**config.mk**
```make
export PLATFORM = sky130hd
export DESIGN_NAME = rr_arbiter8
export DESIGN_NICKNAME = d
export VERILOG_FILES = /design/src/rtl/arb_pkg.sv /design/src/rtl/rr_pick.sv /design/src/rtl/rr_arbiter8.sv
export SDC_FILE = /design/constraint.sdc
export NUM_CORES = 1
export LEC_CHECK = 0
export CORE_AREA = 2 2 64 96
export CTS_CLUSTER_DIAMETER = 100
export DETAILED_ROUTE_END_ITERATION = 6
export DIE_AREA = 0 0 66 98
export PLACE_DENSITY = 0.56
export SLEW_MARGIN = 10
export SYNTH_ARGS = -nofsm -noshare
export SYNTH_HDL_FRONTEND = slang
export SYNTH_SLANG_ARGS = --single-unit
```
**constraint.sdc**
```tcl
create_clock -name clk -period 3.1 [get_ports clk]
set_input_delay 0.62 -clock clk [delete_from_list [all_inputs] [get_ports clk]]
set_output_delay 0.62 -clock clk [all_outputs]
set_load 0.05 [all_outputs]
```
**src/rtl/arb_pkg.sv**
```systemverilog
`default_nettype none
// ============================================================================
// Module      : arb_pkg
// Description : Shared types and constants for the rr_arbiter8 arbiter.
//               Holds the arbiter state enum, default parameter values, the
//               index-width constant and a helper that sizes the hold counter.
// Revision    : 1.0 - initial release
// ============================================================================
package arb_pkg;

  localparam int ARB_N_DEFAULT        = 8;
  localparam int ARB_MAX_HOLD_DEFAULT = 16;
  localparam int ARB_IW               = $clog2(ARB_N_DEFAULT);

  typedef enum logic [0:0] {
    IDLE  = 1'b0,
    OWNED = 1'b1
  } arb_state_e;

  // Hold counter width: log2(MAX_HOLD)+1, with a 1-bit floor so an
  // unlimited configuration (MAX_HOLD=0) still has a legal vector.
  function automatic int hold_cnt_width(input int max_hold);
    return (max_hold > 0) ? ($clog2(max_hold) + 1) : 1;
  endfunction

endpackage
`default_nettype wire

```
**src/rtl/rr_pick.sv**
```systemverilog
`default_nettype none
// ============================================================================
// Module      : rr_pick
// Description : Combinational winner selection for the arbiter.
//               Optionally masks one requester, then performs a two-pass
//               priority search: lowest request at or above ptr_i first, then
//               lowest request overall. In fixed mode the first pass covers
//               every index, so the lowest index simply wins.
// Ports       : req_i      - request vector
//               mask_idx_i - index of the requester to exclude
//               mask_en_i  - enables the exclusion
//               ptr_i      - round-robin start pointer
//               mode_i     - 0 fixed priority, 1 round-robin
//               win_oh_o   - one-hot winner
//               win_idx_o  - binary index of the winner
//               found_o    - a winner exists
// Revision    : 1.0 - initial release
// ============================================================================
module rr_pick #(
  parameter int N  = 8,
  parameter int IW = $clog2(N)
) (
  input  logic [N-1:0]  req_i,
  input  logic [IW-1:0] mask_idx_i,
  input  logic          mask_en_i,
  input  logic [IW-1:0] ptr_i,
  input  logic          mode_i,
  output logic [N-1:0]  win_oh_o,
  output logic [IW-1:0] win_idx_o,
  output logic          found_o
);

  logic [N-1:0] w_eff;
  logic [N-1:0] w_upper;
  logic [N-1:0] w_cand;

  always_comb begin
    w_eff = req_i;
    if (mask_en_i) begin
      w_eff[mask_idx_i] = 1'b0;
    end

    // First pass: requests at or above the pointer (all of them in fixed mode)
    w_upper = '0;
    for (int i = 0; i < N; i++) begin
      w_upper[i] = w_eff[i] && (!mode_i || (IW'(i) >= ptr_i));
    end

    // Second pass only when the first found nothing; this is the wrap-around
    w_cand = (|w_upper) ? w_upper : w_eff;

    // Descending scan so the lowest set index is the last one written
    win_idx_o = '0;
    found_o   = 1'b0;
    for (int i = N - 1; i >= 0; i--) begin
      if (w_cand[i]) begin
        win_idx_o = IW'(i);
        found_o   = 1'b1;
      end
    end

    win_oh_o = '0;
    if (found_o) begin
      win_oh_o[win_idx_o] = 1'b1;
    end
  end

endmodule
`default_nettype wire

```
**src/rtl/rr_arbiter8.sv**
```systemverilog
`default_nettype none
// ============================================================================
// Module      : rr_arbiter8
// Description : N-requester bus arbiter with registered, held one-hot grants.
//               Fixed or round-robin priority selected at run time; a hold
//               counter forcibly revokes a grant after MAX_HOLD cycles.
// Ports       : clk       - clock, rising edge active
//               rst_n     - asynchronous active-low reset
//               req       - request vector, held high while the resource is needed
//               mode      - 0 fixed priority, 1 round-robin
//               gnt       - one-hot grant (registered)
//               gnt_idx   - binary index of the granted requester (registered)
//               gnt_valid - any grant active
//               timeout   - one-cycle pulse after a forced revocation
// Revision    : 1.0 - initial release
// ============================================================================
module rr_arbiter8
  import arb_pkg::*;
#(
  parameter int N        = ARB_N_DEFAULT,
  parameter int MAX_HOLD = ARB_MAX_HOLD_DEFAULT
) (
  input  logic                 clk,
  input  logic                 rst_n,
  input  logic [N-1:0]         req,
  input  logic                 mode,
  output logic [N-1:0]         gnt,
  output logic [$clog2(N)-1:0] gnt_idx,
  output logic                 gnt_valid,
  output logic                 timeout
);

  localparam int IW  = $clog2(N);
  localparam int HCW = hold_cnt_width(MAX_HOLD);
  localparam logic [HCW-1:0] HOLD_LAST = HCW'((MAX_HOLD > 0) ? (MAX_HOLD - 1) : 0);

  arb_state_e     state_q,   state_d;
  logic [N-1:0]   gnt_q,     gnt_d;
  logic [IW-1:0]  gnt_idx_q, gnt_idx_d;
  logic [IW-1:0]  ptr_q,     ptr_d;
  logic [HCW-1:0] hold_cnt_q, hold_cnt_d;
  logic           timeout_q, timeout_d;

  logic [N-1:0]   w_win_oh;
  logic [IW-1:0]  w_win_idx;
  logic           w_found;
  logic           w_owner_req;
  logic           w_hold_lim;

  // While owned, the current owner is always excluded from arbitration;
  // it only keeps the resource through the normal-hold path.
  rr_pick #(
    .N  (N),
    .IW (IW)
  ) u_pick (
    .req_i      (req),
    .mask_idx_i (gnt_idx_q),
    .mask_en_i  (state_q == OWNED),
    .ptr_i      (ptr_q),
    .mode_i     (mode),
    .win_oh_o   (w_win_oh),
    .win_idx_o  (w_win_idx),
    .found_o    (w_found)
  );

  assign w_owner_req = req[gnt_idx_q];
  assign w_hold_lim  = (MAX_HOLD > 0) && (hold_cnt_q == HOLD_LAST);

  always_comb begin
    state_d    = state_q;
    gnt_d      = gnt_q;
    gnt_idx_d  = gnt_idx_q;
    ptr_d      = ptr_q;
    hold_cnt_d = hold_cnt_q;
    timeout_d  = 1'b0;

    case (state_q)
      IDLE: begin
        if (w_found) begin
          state_d    = OWNED;
          gnt_d      = w_win_oh;
          gnt_idx_d  = w_win_idx;
          ptr_d      = w_win_idx + IW'(1);
          hold_cnt_d = '0;
        end
      end

      OWNED: begin
        if (w_owner_req && !w_hold_lim) begin
          // Normal hold; saturate so an unlimited hold never wraps
          if (hold_cnt_q != {HCW{1'b1}}) begin
            hold_cnt_d = hold_cnt_q + HCW'(1);
          end
        end else if (w_found) begin
          // Back-to-back handover, voluntary or forced
          gnt_d      = w_win_oh;
          gnt_idx_d  = w_win_idx;
          ptr_d      = w_win_idx + IW'(1);
          hold_cnt_d = '0;
          timeout_d  = w_owner_req;
        end else if (w_owner_req) begin
          // Forced release with nobody waiting: re-grant the same owner
          ptr_d      = gnt_idx_q + IW'(1);
          hold_cnt_d = '0;
          timeout_d  = 1'b1;
        end else begin
          state_d    = IDLE;
          gnt_d      = '0;
          gnt_idx_d  = '0;
          hold_cnt_d = '0;
        end
      end

      default: begin
        state_d   = IDLE;
        gnt_d     = '0;
        gnt_idx_d = '0;
      end
    endcase
  end

  always_ff @(posedge clk or negedge rst_n) begin
    if (!rst_n) begin
      state_q    <= IDLE;
      gnt_q      <= '0;
      gnt_idx_q  <= '0;
      ptr_q      <= '0;
      hold_cnt_q <= '0;
      timeout_q  <= 1'b0;
    end else begin
      state_q    <= state_d;
      gnt_q      <= gnt_d;
      gnt_idx_q  <= gnt_idx_d;
      ptr_q      <= ptr_d;
      hold_cnt_q <= hold_cnt_d;
      timeout_q  <= timeout_d;
    end
  end

  assign gnt       = gnt_q;
  assign gnt_idx   = gnt_idx_q;
  assign gnt_valid = |gnt_q;
  assign timeout   = timeout_q;

endmodule
`default_nettype wire

```
## Word-level counts from Yosys, hierarchy flattened

Index checks and enable logic that the tools add are counted.

- Equal/unequal tests: 7
- Bitwise operators: 3
- Reductions and logical operators: 26
- Add/sub/neg operators: 3
- Multiplexer cells: 51
- Order comparisons: 12

Operators with widths:

| operator | number |
|---|---|
| $mux W3 | 16 |
| $mux W8 | 6 |
| $mux W1 | 18 |
| $pmux W8 S2 | 1 |
| $reduce_or A8 Y1 | 2 |
| $mux W5 | 3 |
| $ge A3 B3 Y1 const A | 4 |
| $pmux W3 S2 | 2 |
| $logic_and A1 B1 Y1 | 11 |
| $pmux W5 S2 | 1 |
| $and A8 B8 Y8 | 1 |
| $logic_or A1 B1 Y1 | 8 |
| $lt A3 B4 Y1 const B | 2 |
| $not A8 Y8 | 1 |
| $add A3 B1 Y3 const B | 2 |
| $demux W1 S3 | 2 |
| $ge A1 B3 Y1 const A | 2 |
| $ge A2 B3 Y1 const A | 2 |
| $ge A3 B1 Y1 const B | 2 |
| $ne A3 B2 Y1 const B | 2 |
| $reduce_and A3 Y1 | 2 |
| $add A5 B1 Y5 const B | 1 |
| $eq A5 B4 Y1 const B | 1 |
| $ne A5 B5 Y1 const B | 1 |
| 8 further kinds | 9 |

- Word-level logic and storage cells: 108
- Register bits after elaboration: 21
- Input bits: 11

## Longest topological paths before layout

Gate-level depths: netlist of the first run.

- Depth in word-level cells: 25
- Depth in mapped cells: 14
- Mapped depth without buffers: 12

## Cells and area by module

A second synthesis of the first run with hierarchy kept.

- Cells, all modules: 195
- Area total of the unflattened synthesis: 1746.7 µm²

By module, submodules not included:

| module | area each (µm²) | cells each | instances |
|---|---|---|---|
| rr_arbiter8 | 1167.4 | 113 | 1 |
| rr_pick | 579.3 | 82 | 1 |

## Worst setup path before layout of the first run

OpenSTA, ideal clock, no wires.

- Path type: register -> register
- Start point: register gnt_idx_q[0] (netlist: gnt_idx[0])
- End point: register ptr_q[2]
- Period minus slack after synthesis: 3.312 ns
- Slack: -0.212 ns
- Path buffers: 0
- Stages on the path, launching flop included: 11
- Arrival time: 3.235 ns
- Setup time: 0.078 ns
- Data required time: 3.022 ns
- Path through: dfrtp_1 -> or4b_4 -> a32oi_2 -> o211a_4 -> o211ai_2 -> a221oi_2 -> a211oi_4 -> ha_1 -> or4_1 -> o211ai_1 -> o2bb2ai_1

- Word-level cells in the longest chain between the ends: 22

RTL lines:

| item | line | RTL |
|---|---|---|
| from (decl) | rr_arbiter8.sv:39 | `logic [IW-1:0] gnt_idx_q, gnt_idx_d;` |
| from (signal assigned) | rr_arbiter8.sv:133 | `gnt_idx_q <= gnt_idx_d;` |
| $lt A3 B4 Y1 (not written as such) or $ge A3 B1 Y1 (tied branches) | rr_pick.sv:40 | `w_eff[mask_idx_i] = 1'b0;` |
| $logic_and A1 B1 Y1 (not written as such) | rr_pick.sv:40 |  |
| $mux W1 (not written as such) | rr_pick.sv:40 |  |
| $demux W1 S3 | - |  |
| $not A8 Y8 (no source line) | - |  |
| $and A8 B8 Y8 (no source line) | - |  |
| $mux W8 | rr_pick.sv:39 | `if (mask_en_i) begin` |
| $logic_and A1 B1 Y1 | rr_pick.sv:46 | `w_upper[i] = w_eff[i] && (!mode_i \|\| (IW'(i) >= ptr_i));` |
| $reduce_or A8 Y1 | rr_pick.sv:50 | `w_cand = (\|w_upper) ? w_upper : w_eff;` |
| $mux W8 | rr_pick.sv:50 |  |
| $mux W3 (8 in series) | rr_pick.sv:56 | `if (w_cand[i]) begin` |
| $add A3 B1 Y3 | rr_arbiter8.sv:83, rr_arbiter8.sv:98 |  |
| $mux W3 | rr_arbiter8.sv:94 | `end else if (w_found) begin` |
| $mux W3 | rr_arbiter8.sv:89 | `if (w_owner_req && !w_hold_lim) begin` |
| $pmux W3 S2 | rr_arbiter8.sv:77 | `case (state_q)` |
| to (signal assigned) | rr_arbiter8.sv:134 | `ptr_q <= ptr_d;` |
| to (decl) | rr_arbiter8.sv:40 | `logic [IW-1:0] ptr_q, ptr_d;` |

Several ways; a longest one is shown, not always the timed one. The select of a mux whose other input is x is not followed.
A chain may end at the register's enable or synchronous reset.

## Final worst setup path of the first run

Ends and elaborated chain as after synthesis.

==> flow_metrics.py, run 1 <==
metrics = {
    "worst_setup_path": {
        "cp_slowest_cell": "or4b_4",
        "critical-path-max-stage-delay_ns": 0.58,
        "worstPathRequired_ns": 3.28,
        "start_kind": "register",
        "cp-end-kind": "register",
        "crit_fanout": 5,
        "crit_chain": "or4b_4 -> a32oi_4 -> o211a_4 -> buf_4 -> a21o_1 -> a22oi_2 -> a211oi_4 -> ha_4 -> nand2_1 -> o31a_1 -> o41ai_1 -> nor3b_1 -> o2bb2ai_1",
        "worst_ep_arrival_time_ns": 3.21,
        "path_class": "register to register",
    },
    "synthesis": {
        "synth.ff_latch_count": 21,
        "yosysWarnings": 0,
        "synthesis.nets": 215,
        "avgSynthCellArea_um2": 8.99,
        "synth_area_leaders": "dfrtp_1, inv_1, nand2_1, ha_1, mux2i_1",
        "synth_cell_types": 61,
        "yosysSeqAreaShare": 0.294,
        "syn_area_um2": 1790,
        "synth_top_area_frac": 0.294,
        "yosysTopAreaCell": "dfrtp_1",
        "synth_edf_count": 0,
        "synthFlopType": "dfrtp_1",
        "async_reset_ff_frac": 1.00,
        "synthCells": 199,
    },
    "sta": {
        "finalSetupTns_ns": 0,
        "hold_violations": 0,
        "fin_crit_ns": 3.03,
        "setup_viol": 0,
        "fmaxAchievable_mhz": 330,
        "slew_violations": 0,
        "max_slew.worst_pin.slew_ns": 0.513,
        "period_share": 0.976,
        "maxSlewHeadroom": 0.654,
        "clock_skew_ns": 0.00200,
    },
    "cts": {
        "cts_made_buffers": 3,
        "clk_latency_ns": 0.26,
        "cts-root-buf": "clkbuf_8",
        "cts_tree": "yes",
        "clkTransAtPathRegs_ns": 0.07,
        "ctsLongestPathBuffers": 2,
        "cts_max_level": 1,
        "holdBufCountCts": 0,
        "clkSinkCount": 21,
    },
    "drt": {
        "drtAntennaViolNets": 0,
        "drtPass1Iterations": 4,
        "wl_per_cell_um": 16.5,
        "drc_errors": 0,
        "num_vias": 1884,
        "initialDrtViolationCount": 61,
        "vias_per_cell": 5.49,
        "wl_um": 5650,
    },
    "layout": {
        "final_cell_mix": "buf_4, clkdlybuf4s50_1, nand2_1, inv_1, dfrtp_1",
        "area_growth_pct": 48.0,
        "final_core_util": 0.464,
        "drive_gt1_frac": 0.347,
        "num_antenna_cells": 0,
        "final_common_cell": "buf_4",
        "final_net_count": 288,
        "postLayoutCellArea_um2": 2650,
    },
    "global_routing": {
        "antenna_found_initial": 0,
        "grt_max_degree": 22,
        "gr-total-overflow": 0,
        "grt_usage": 0.177,
        "grt_pass1_wl_um": 8920,
        "grt_pass1_vias": 1918,
    },
    "floorplan": {
        "die_x_um": 66,
        "die_h_um": 98,
        "fp.coreArea_um2": 5700,
        "start_util": 0.314,
        "row_count": 34,
        "io_pins": 24,
        "dieArea_um2": 6470,
    },
    "power_and_ir_drop": {
        "p_leak_nw": 1.14,
        "p_per_area_nw_per_um2": 965,
        "p_total_w": 0.00255,
        "ir_drop_mv": 0.372,
    },
    "placement": {
        "placed_area_um2": 2420,
        "dp_hpwl_um": 4390,
        "io_buffers": 23,
        "gp_congestion": 0.881,
    },
    "flow_run": {
        "cap_violations": 0,
    },
    "min_path": {
        "hold_class": "register to register",
    },
    "outcome": {
        "outcome": "complete, no violations",
    },
}
layer usage:
layer,vias to the layer above,part of all wire,wire length [um],global-route usage
li1,908,-,-,-
met1,906,0.40,2250,0.194
met2,55,0.55,3100,0.336
met3,15,0.021,121,0.00806
met4,0,0.033,184,0.0816
met5,-,0,0,0
report_power, final:
part	switching [W]	internal, W	total [W]
clock	0.0000842	0.0000914	0.000176
combinational	0.00108	0.000859	0.00194
sequential	0.0000767	0.000364	0.000441
kinds of logic (layout without fill, tap and decap cells):
family                     after synthesis  count (layout)  synth area share
muxes                                   10              10            0.0741
xor gates and xnor gates                 1               1           0.00490
buffers and inverters                   27              99            0.0650
DFF                                     21              21             0.294
AOI/OAI and AO/OA                       68              68             0.318
and+or+nand+nor                         67              67             0.209
adders and majority gates                5               5            0.0350
layout make-up:
type                    count  area (um^2)
clock buffers               4         45.0
well taps                  72         90.1
inverters                  18         67.6
multi-input cells         151         1270
repair buffers             77          649
fillers                   587         3050
flip-flops and latches     21          529
critical path, delay by kind of cell, from the launching register on:
family,cells,cell delay (ns)
AOI/OAI and AO/OA,8,1.48
adders and majority gates,1,0.19
buffers and inverters,1,0.14
DFF,1,0.40
and+or+nand+nor,3,0.74
stage by stage:
stage | hold slack, ns | std cells | worst slack (ns)
floorplan | 0.324 | 199 | 0.00653
global placement | 0.489 | 332 | -0.389
detailed placement | 0.491 | 332 | -0.380
CTS | 0.502 | 337 | 0.000283
global route | 0.543 | 343 | -0.00765
finish | 0.496 | 343 | 0.0729
state kept, by name, indices dropped and copies added, names as in the netlist:
register    flops
gnt             8
gnt_idx         3
hold_cnt_q      5
ptr_q           3
state_q         1
timeout         1
cell usage after synthesis, drive strengths merged (3+ instances only):
cell	instances
nor2	13
o2bb2ai	3
nor3	3
nand2	21
dfrtp	21
o21ai	8
a31oi	6
mux2	3
o22ai	6
nand2b	4
inv	18
ha	5
or3	3
nor3b	3
nand4	3
o211ai	4
o31a	3
and2	5
a22oi	3
buf	7
a21o	4
a21oi	7
mux2i	5
o32ai	3
a32oi	3
final timing paths:
check / depth (start not counted) / from / end / slack, ns
worst min-delay path: 1 / hold_cnt_q[2] / hold_cnt_q[2] / 0.50
worst max register to register: 13 / gnt_idx[0] / ptr_q[2] / 0.07
worst min register to register: 1 / hold_cnt_q[2] / hold_cnt_q[2] / 0.50
min in group asynchronous: 2 / rst_n / gnt[3] / 0.70
worst max-delay path: 13 / gnt_idx[0] / ptr_q[2] / 0.07
max in group asynchronous: 2 / rst_n / gnt_idx[1] / 2.15
repair_timing:
| item | 4_1_cts | 5_1_grt |
|---|---|---|
| endpoints found under the setup margin | 1 | 5 |
| gates resized for setup | 7 | 19 |
| buffers inserted | 1 | 6 |
| pin swaps | 6 | 15 |
| endpoints found under the hold margin | 0 | 0 |
No activity file was read; power rests on OpenSTA's default activity.
==> run 2, diff against run 1 <==
--- a/config.mk
+++ b/config.mk
@@ -9,7 +9,8 @@
 export CTS_CLUSTER_DIAMETER = 100
 export DETAILED_ROUTE_END_ITERATION = 6
 export DIE_AREA = 0 0 66 98
-export PLACE_DENSITY = 0.56
+export DONT_BUFFER_PORTS = 1
+export PLACE_DENSITY = 0.5
 export SLEW_MARGIN = 10
 export SYNTH_ARGS = -nofsm -noshare
 export SYNTH_HDL_FRONTEND = slang
==> run 2 against run 1 <==
Clock-buffer cell count is 1 lower. Hold slack worse by 0.45 ns. Core utilization is 8.1 points lower. Worst setup slack worse by 0.063 ns. Clock skew is 0.0022 ns higher. Register-to-register slack worse by 0.06 ns. Sequential cell count stayed put. Die area stayed put. Critical path depth is 3 lower. Sequential share of layout area is 4.2 points higher. Largest power group unchanged.
==> flow_metrics.py, run 2 (synthesized netlist as in run 1, its figures left out) <==
metrics = {
    "outcome": {
        "outcome": "complete, no violations",
    },
    "worst_setup_path": {
        "r2r_setup_slack_ns": 0.01,
        "cp-end-kind": "register",
        "reg2reg_depth": 10,
        "worst_ep_arrival_time_ns": 3.28,
        "path_class": "register to register",
        "start_kind": "register",
        "crit_fanout": 7,
        "worstPathRequired_ns": 3.29,
    },
    "floorplan": {
        "die_h_um": 98,
        "start_util": 0.314,
        "io_pins": 24,
        "fp.coreArea_um2": 5700,
        "die_x_um": 66,
        "dieArea_um2": 6470,
        "row_count": 34,
    },
    "global_routing": {
        "gr-total-overflow": 0,
        "grt_usage": 0.169,
        "grt_max_degree": 22,
        "grt_pass1_vias": 1719,
        "grt_pass1_wl_um": 8530,
        "antenna_found_initial": 0,
    },
    "cts": {
        "cts-root-buf": "clkbuf_8",
        "holdBufCountCts": 0,
        "clkSinkCount": 21,
        "cts_max_level": 1,
        "cts_tree": "yes",
        "cts_made_buffers": 3,
        "clk_latency_ns": 0.26,
        "clkTransAtPathRegs_ns": 0.08,
        "ctsLongestPathBuffers": 2,
    },
    "sta": {
        "fin_crit_ns": 3.09,
        "rsz0062_at_grt": "true",
        "fmaxAchievable_mhz": 324,
        "slew_violations": 0,
        "hold_ws_ns": 0.0427,
        "maxSlewHeadroom": 0.499,
        "hold_violations": 0,
        "setup_viol": 0,
        "clock_skew_ns": 0.00425,
        "max_slew.worst_pin.slew_ns": 0.749,
        "period_share": 0.997,
    },
    "drt": {
        "vias_per_cell": 5.71,
        "drc_errors": 0,
        "drtPass1Iterations": 4,
        "wl_per_cell_um": 18.0,
        "drtAntennaViolNets": 0,
        "initialDrtViolationCount": 98,
        "num_vias": 1680,
        "wl_um": 5300,
    },
    "layout": {
        "drive_gt1_frac": 0.279,
        "final_common_cell": "buf_4",
        "n_fill_cell": 600,
        "largest_register_ffs": 8,
        "fin_cells": 294,
        "final_net_count": 239,
        "final_cell_mix": "buf_4, nand2_1, inv_1, dfrtp_1, nor2_1",
        "num_antenna_cells": 0,
        "area_growth_pct": 22.2,
    },
    "placement": {
        "io_buffers": 0,
        "gp_congestion": 0.846,
        "dp_hpwl_um": 4060,
        "dp_cells": 284,
    },
    "min_path": {
        "hold_class": "input port to async pin",
    },
    "power_and_ir_drop": {
        "p_leak_nw": 0.893,
        "p_per_area_nw_per_um2": 1040,
        "ir_drop_mv": 0.330,
    },
    "flow_run": {
        "cap_violations": 0,
    },
}
==> run 2: routing by layer <==
metal  global-route usage  share of wire
met2                0.300           0.54
met4               0.0863          0.034
met5                    0              0
met3               0.0173          0.033
met1                0.196           0.39
==> run 2: final cells by class <==
| class | count | area, um^2 | share of cell area |
|---|---|---|---|
| clock buffer | 3 | 41.3 | 0.0189 |
| clock inverter | 1 | 5.00 | 0.00229 |
| timing repair buffer | 28 | 218 | 0.0996 |
| inverter | 18 | 67.6 | 0.0309 |
| multi-input combinational | 151 | 1230 | 0.565 |
| tap | 72 | 90.1 | 0.0412 |
| sequential | 21 | 529 | 0.242 |
==> run 2: what timing repair did <==
| action | 4_1_cts | 5_1_grt |
|---|---|---|
| setup endpoints to repair | 1 | 9 |
| gates resized for setup | 2 | 11 |
| pin swaps | 0 | 13 |
| buffers inserted | 0 | 6 |
==> run 2: final timing paths <==
check	to	start
max	ptr_q[2]	gnt_idx[2]
min	gnt[0]	rst_n
max reg2reg	ptr_q[2]	gnt_idx[2]
min reg2reg	hold_cnt_q[2]	hold_cnt_q[2]
max in group asynchronous	gnt_idx[0]	rst_n
min in group clk	hold_cnt_q[2]	hold_cnt_q[2]
==> run 2: worst max-delay path, cell delays in order, from the launching register on <==
cell	delay, ns
dfrtp_2	0.41
or4b_4	0.58
a32oi_4	0.31
o211a_4	0.27
o211ai_4	0.11
a221oi_4	0.33
a211oi_4	0.06
ha_2	0.21
or4_1	0.50
o211ai_1	0.11
o2bb2ai_1	0.13
==> run 2: through the flow <==
step	setup TNS, ns	total power [W]	instance area [um^2]	setup slack [ns]	util
6_report	0	0.00227	2190	0.00963	0.383
5_1_grt	-0.202	0.00245	2190	-0.0960	0.383
4_1_cts	0	0.00215	2060	0.000592	0.361
3_5_place_dp	-0.0485	0.00195	2000	-0.0485	0.351
3_3_place_gp	-0.0856	0.00195	2000	-0.0856	0.351
2_1_floorplan	0	0.00156	1800	0.00653	-
==> run 2: where the power goes <==
part | switching (W) | leakage (nW) | internal [W] | total (W)
Clock | 0.0000961 | 0.0255 | 0.0000897 | 0.000186
Combinational | 0.000870 | 0.599 | 0.000653 | 0.00152
Sequential | 0.000200 | 0.269 | 0.000362 | 0.000562
==> run 3, diff against run 2 <==
--- a/config.mk
+++ b/config.mk
@@ -5,10 +5,10 @@
 export SDC_FILE = /design/constraint.sdc
 export NUM_CORES = 1
 export LEC_CHECK = 0
-export CORE_AREA = 2 2 64 96
+export CORE_AREA = 2 2 59 103
 export CTS_CLUSTER_DIAMETER = 100
 export DETAILED_ROUTE_END_ITERATION = 6
-export DIE_AREA = 0 0 66 98
+export DIE_AREA = 0 0 61 105
 export DONT_BUFFER_PORTS = 1
 export PLACE_DENSITY = 0.5
 export SLEW_MARGIN = 10
==> run 3 against run 2 <==
Fmax rose by 0.31%. Register-to-register slack barely moved. Clock-buffer cell count rose by 1.
==> flow_metrics.py, run 3 (synthesized netlist as in run 1, its figures left out) <==
metrics = {
    "floorplan": {
        "die_h_um": 105,
        "die_x_um": 61,
        "row_count": 36,
        "fp.coreArea_um2": 5540,
        "dieArea_um2": 6410,
        "start_util": 0.323,
        "io_pins": 24,
    },
    "placement": {
        "io_buffers": 0,
        "dp_hpwl_um": 4260,
        "pre_cts_ws_ns": 0.0247,
        "dp_cells": 287,
        "gp_congestion": 0.912,
    },
    "cts": {
        "holdBufCountCts": 0,
        "cts_tree": "yes",
        "clk_latency_ns": 0.26,
        "cts_made_buffers": 3,
        "clkSinkCount": 21,
        "cts_max_level": 1,
        "ctsLongestPathBuffers": 2,
        "clkTransAtPathRegs_ns": 0.08,
        "cts-root-buf": "clkbuf_8",
    },
    "drt": {
        "wl_per_cell_um": 18.4,
        "drc_errors": 0,
        "wl_um": 5380,
        "drtPass1Iterations": 4,
        "vias_per_cell": 5.62,
        "drtAntennaViolNets": 0,
        "num_vias": 1648,
        "initialDrtViolationCount": 208,
    },
    "power_and_ir_drop": {
        "p_switching_w": 0.00117,
        "p_leak_nw": 0.870,
        "clkPwrFrac": 0.081,
        "sw_frac_of_total": 0.523,
        "intPower_w": 0.00107,
        "p_per_area_nw_per_um2": 1040,
        "ir_drop_mv": 0.238,
        "power_frac_comb": 0.667,
        "pwr-share-seq": 0.251,
    },
    "layout": {
        "final_cell_mix": "buf_4, nand2_1, inv_1, dfrtp_1, nor2_1",
        "largest_register_ffs": 8,
        "drive_gt1_frac": 0.267,
        "final_common_cell": "buf_4",
        "fin_cells": 293,
        "area_growth_pct": 20.1,
        "num_antenna_cells": 0,
        "final_net_count": 234,
    },
    "flow_run": {
        "cap_violations": 0,
    },
    "worst_setup_path": {
        "critical-path-max-stage-delay_ns": 0.58,
        "worst_ep_arrival_time_ns": 3.27,
        "crit_fanout": 7,
        "crit_family": "compound AO/OA/AOI/OAI gates",
        "crit_chain": "or4b_4 -> a32oi_4 -> o211a_4 -> o211ai_4 -> a221oi_4 -> a211oi_4 -> ha_2 -> or4_1 -> o211ai_1 -> o2bb2ai_1",
        "r2r_setup_slack_ns": 0.02,
        "worstPathRequired_ns": 3.29,
        "cp-end-kind": "register",
        "path_class": "register to register",
        "cp_slowest_cell": "or4b_4",
        "start_kind": "register",
        "critPathBufInv": 0,
    },
    "sta": {
        "maxSlewHeadroom": 0.511,
        "setup_ws_ns": 0.0192,
        "fin_crit_ns": 3.08,
        "hold_violations": 0,
        "rsz0062_at_grt": "true",
        "setup_viol": 0,
        "fmaxAchievable_mhz": 325,
        "slew_violations": 0,
        "clock_skew_ns": 0.000785,
        "finalSetupTns_ns": 0,
        "max_slew.worst_pin.slew_ns": 0.730,
        "period_share": 0.994,
    },
    "outcome": {
        "outcome": "complete, no violations",
    },
    "global_routing": {
        "grt_pass1_vias": 1729,
        "grt_pass1_wl_um": 8910,
        "grt_usage": 0.185,
        "gr-total-overflow": 0,
        "antenna_found_initial": 0,
        "grt_max_degree": 22,
    },
    "min_path": {
        "hold_class": "input port to async pin",
    },
}
## run 3: cell type report
class                      instances  area, um^2
sequential                        21         529
tap                               76        95.1
fill                             578        3390
inverter                          18        67.6
clock buffer                       4        45.0
multi-input combinational        151        1240
timing repair buffer              23         173
## run 3: through the flow
| stage | utilization | hold WS (ns) | total power [W] | cell area, um^2 |
|---|---|---|---|---|
| after floorplan | - | 0.324 | 0.00156 | 1800 |
| after global placement | 0.361 | 0.325 | 0.00197 | 2000 |
| after detailed placement | 0.361 | 0.325 | 0.00196 | 2000 |
| after CTS | 0.369 | 0.0419 | 0.00215 | 2040 |
| after global routing | 0.388 | 0.0329 | 0.00241 | 2150 |
| final | 0.388 | 0.0453 | 0.00224 | 2150 |
## run 3: final timing paths
kind	from	endpoint	cells after the start
worst max register to register	gnt_idx[0]	ptr_q[2]	10
worst max-delay path	gnt_idx[0]	ptr_q[2]	10
max in group asynchronous	rst_n	gnt_idx[1]	0
min in group clk	hold_cnt_q[2]	hold_cnt_q[2]	1
worst min-delay path	rst_n	gnt_idx[0]	0
worst min register to register	hold_cnt_q[2]	hold_cnt_q[2]	1
## run 3: metal layers
metal | wire [um] | vias up | track usage
met5 | 0 | - | 0
met4 | 137 | 0 | 0.0606
met3 | 126 | 12 | 0.0173
met2 | 3150 | 33 | 0.350
met1 | 1960 | 802 | 0.202
li1 | - | 801 | -
## run 3: power groups by stage
stage          sequential, W  combinational (W)  clock, W
2_1_floorplan       0.000592           0.000970         0
3_3_place_gp        0.000565            0.00141         0
3_5_place_dp        0.000568            0.00139         0
4_1_cts             0.000562            0.00140  0.000186
5_1_grt             0.000579            0.00164  0.000194
6_report            0.000563            0.00150  0.000182
## run 3: timing repair
| item | 4_1_cts | 5_1_grt |
|---|---|---|
| gates resized for setup | 0 | 14 |
| endpoints found under the setup margin | 0 | 1 |
| hold endpoints to repair | 0 | 0 |
| buffers inserted | 0 | 2 |
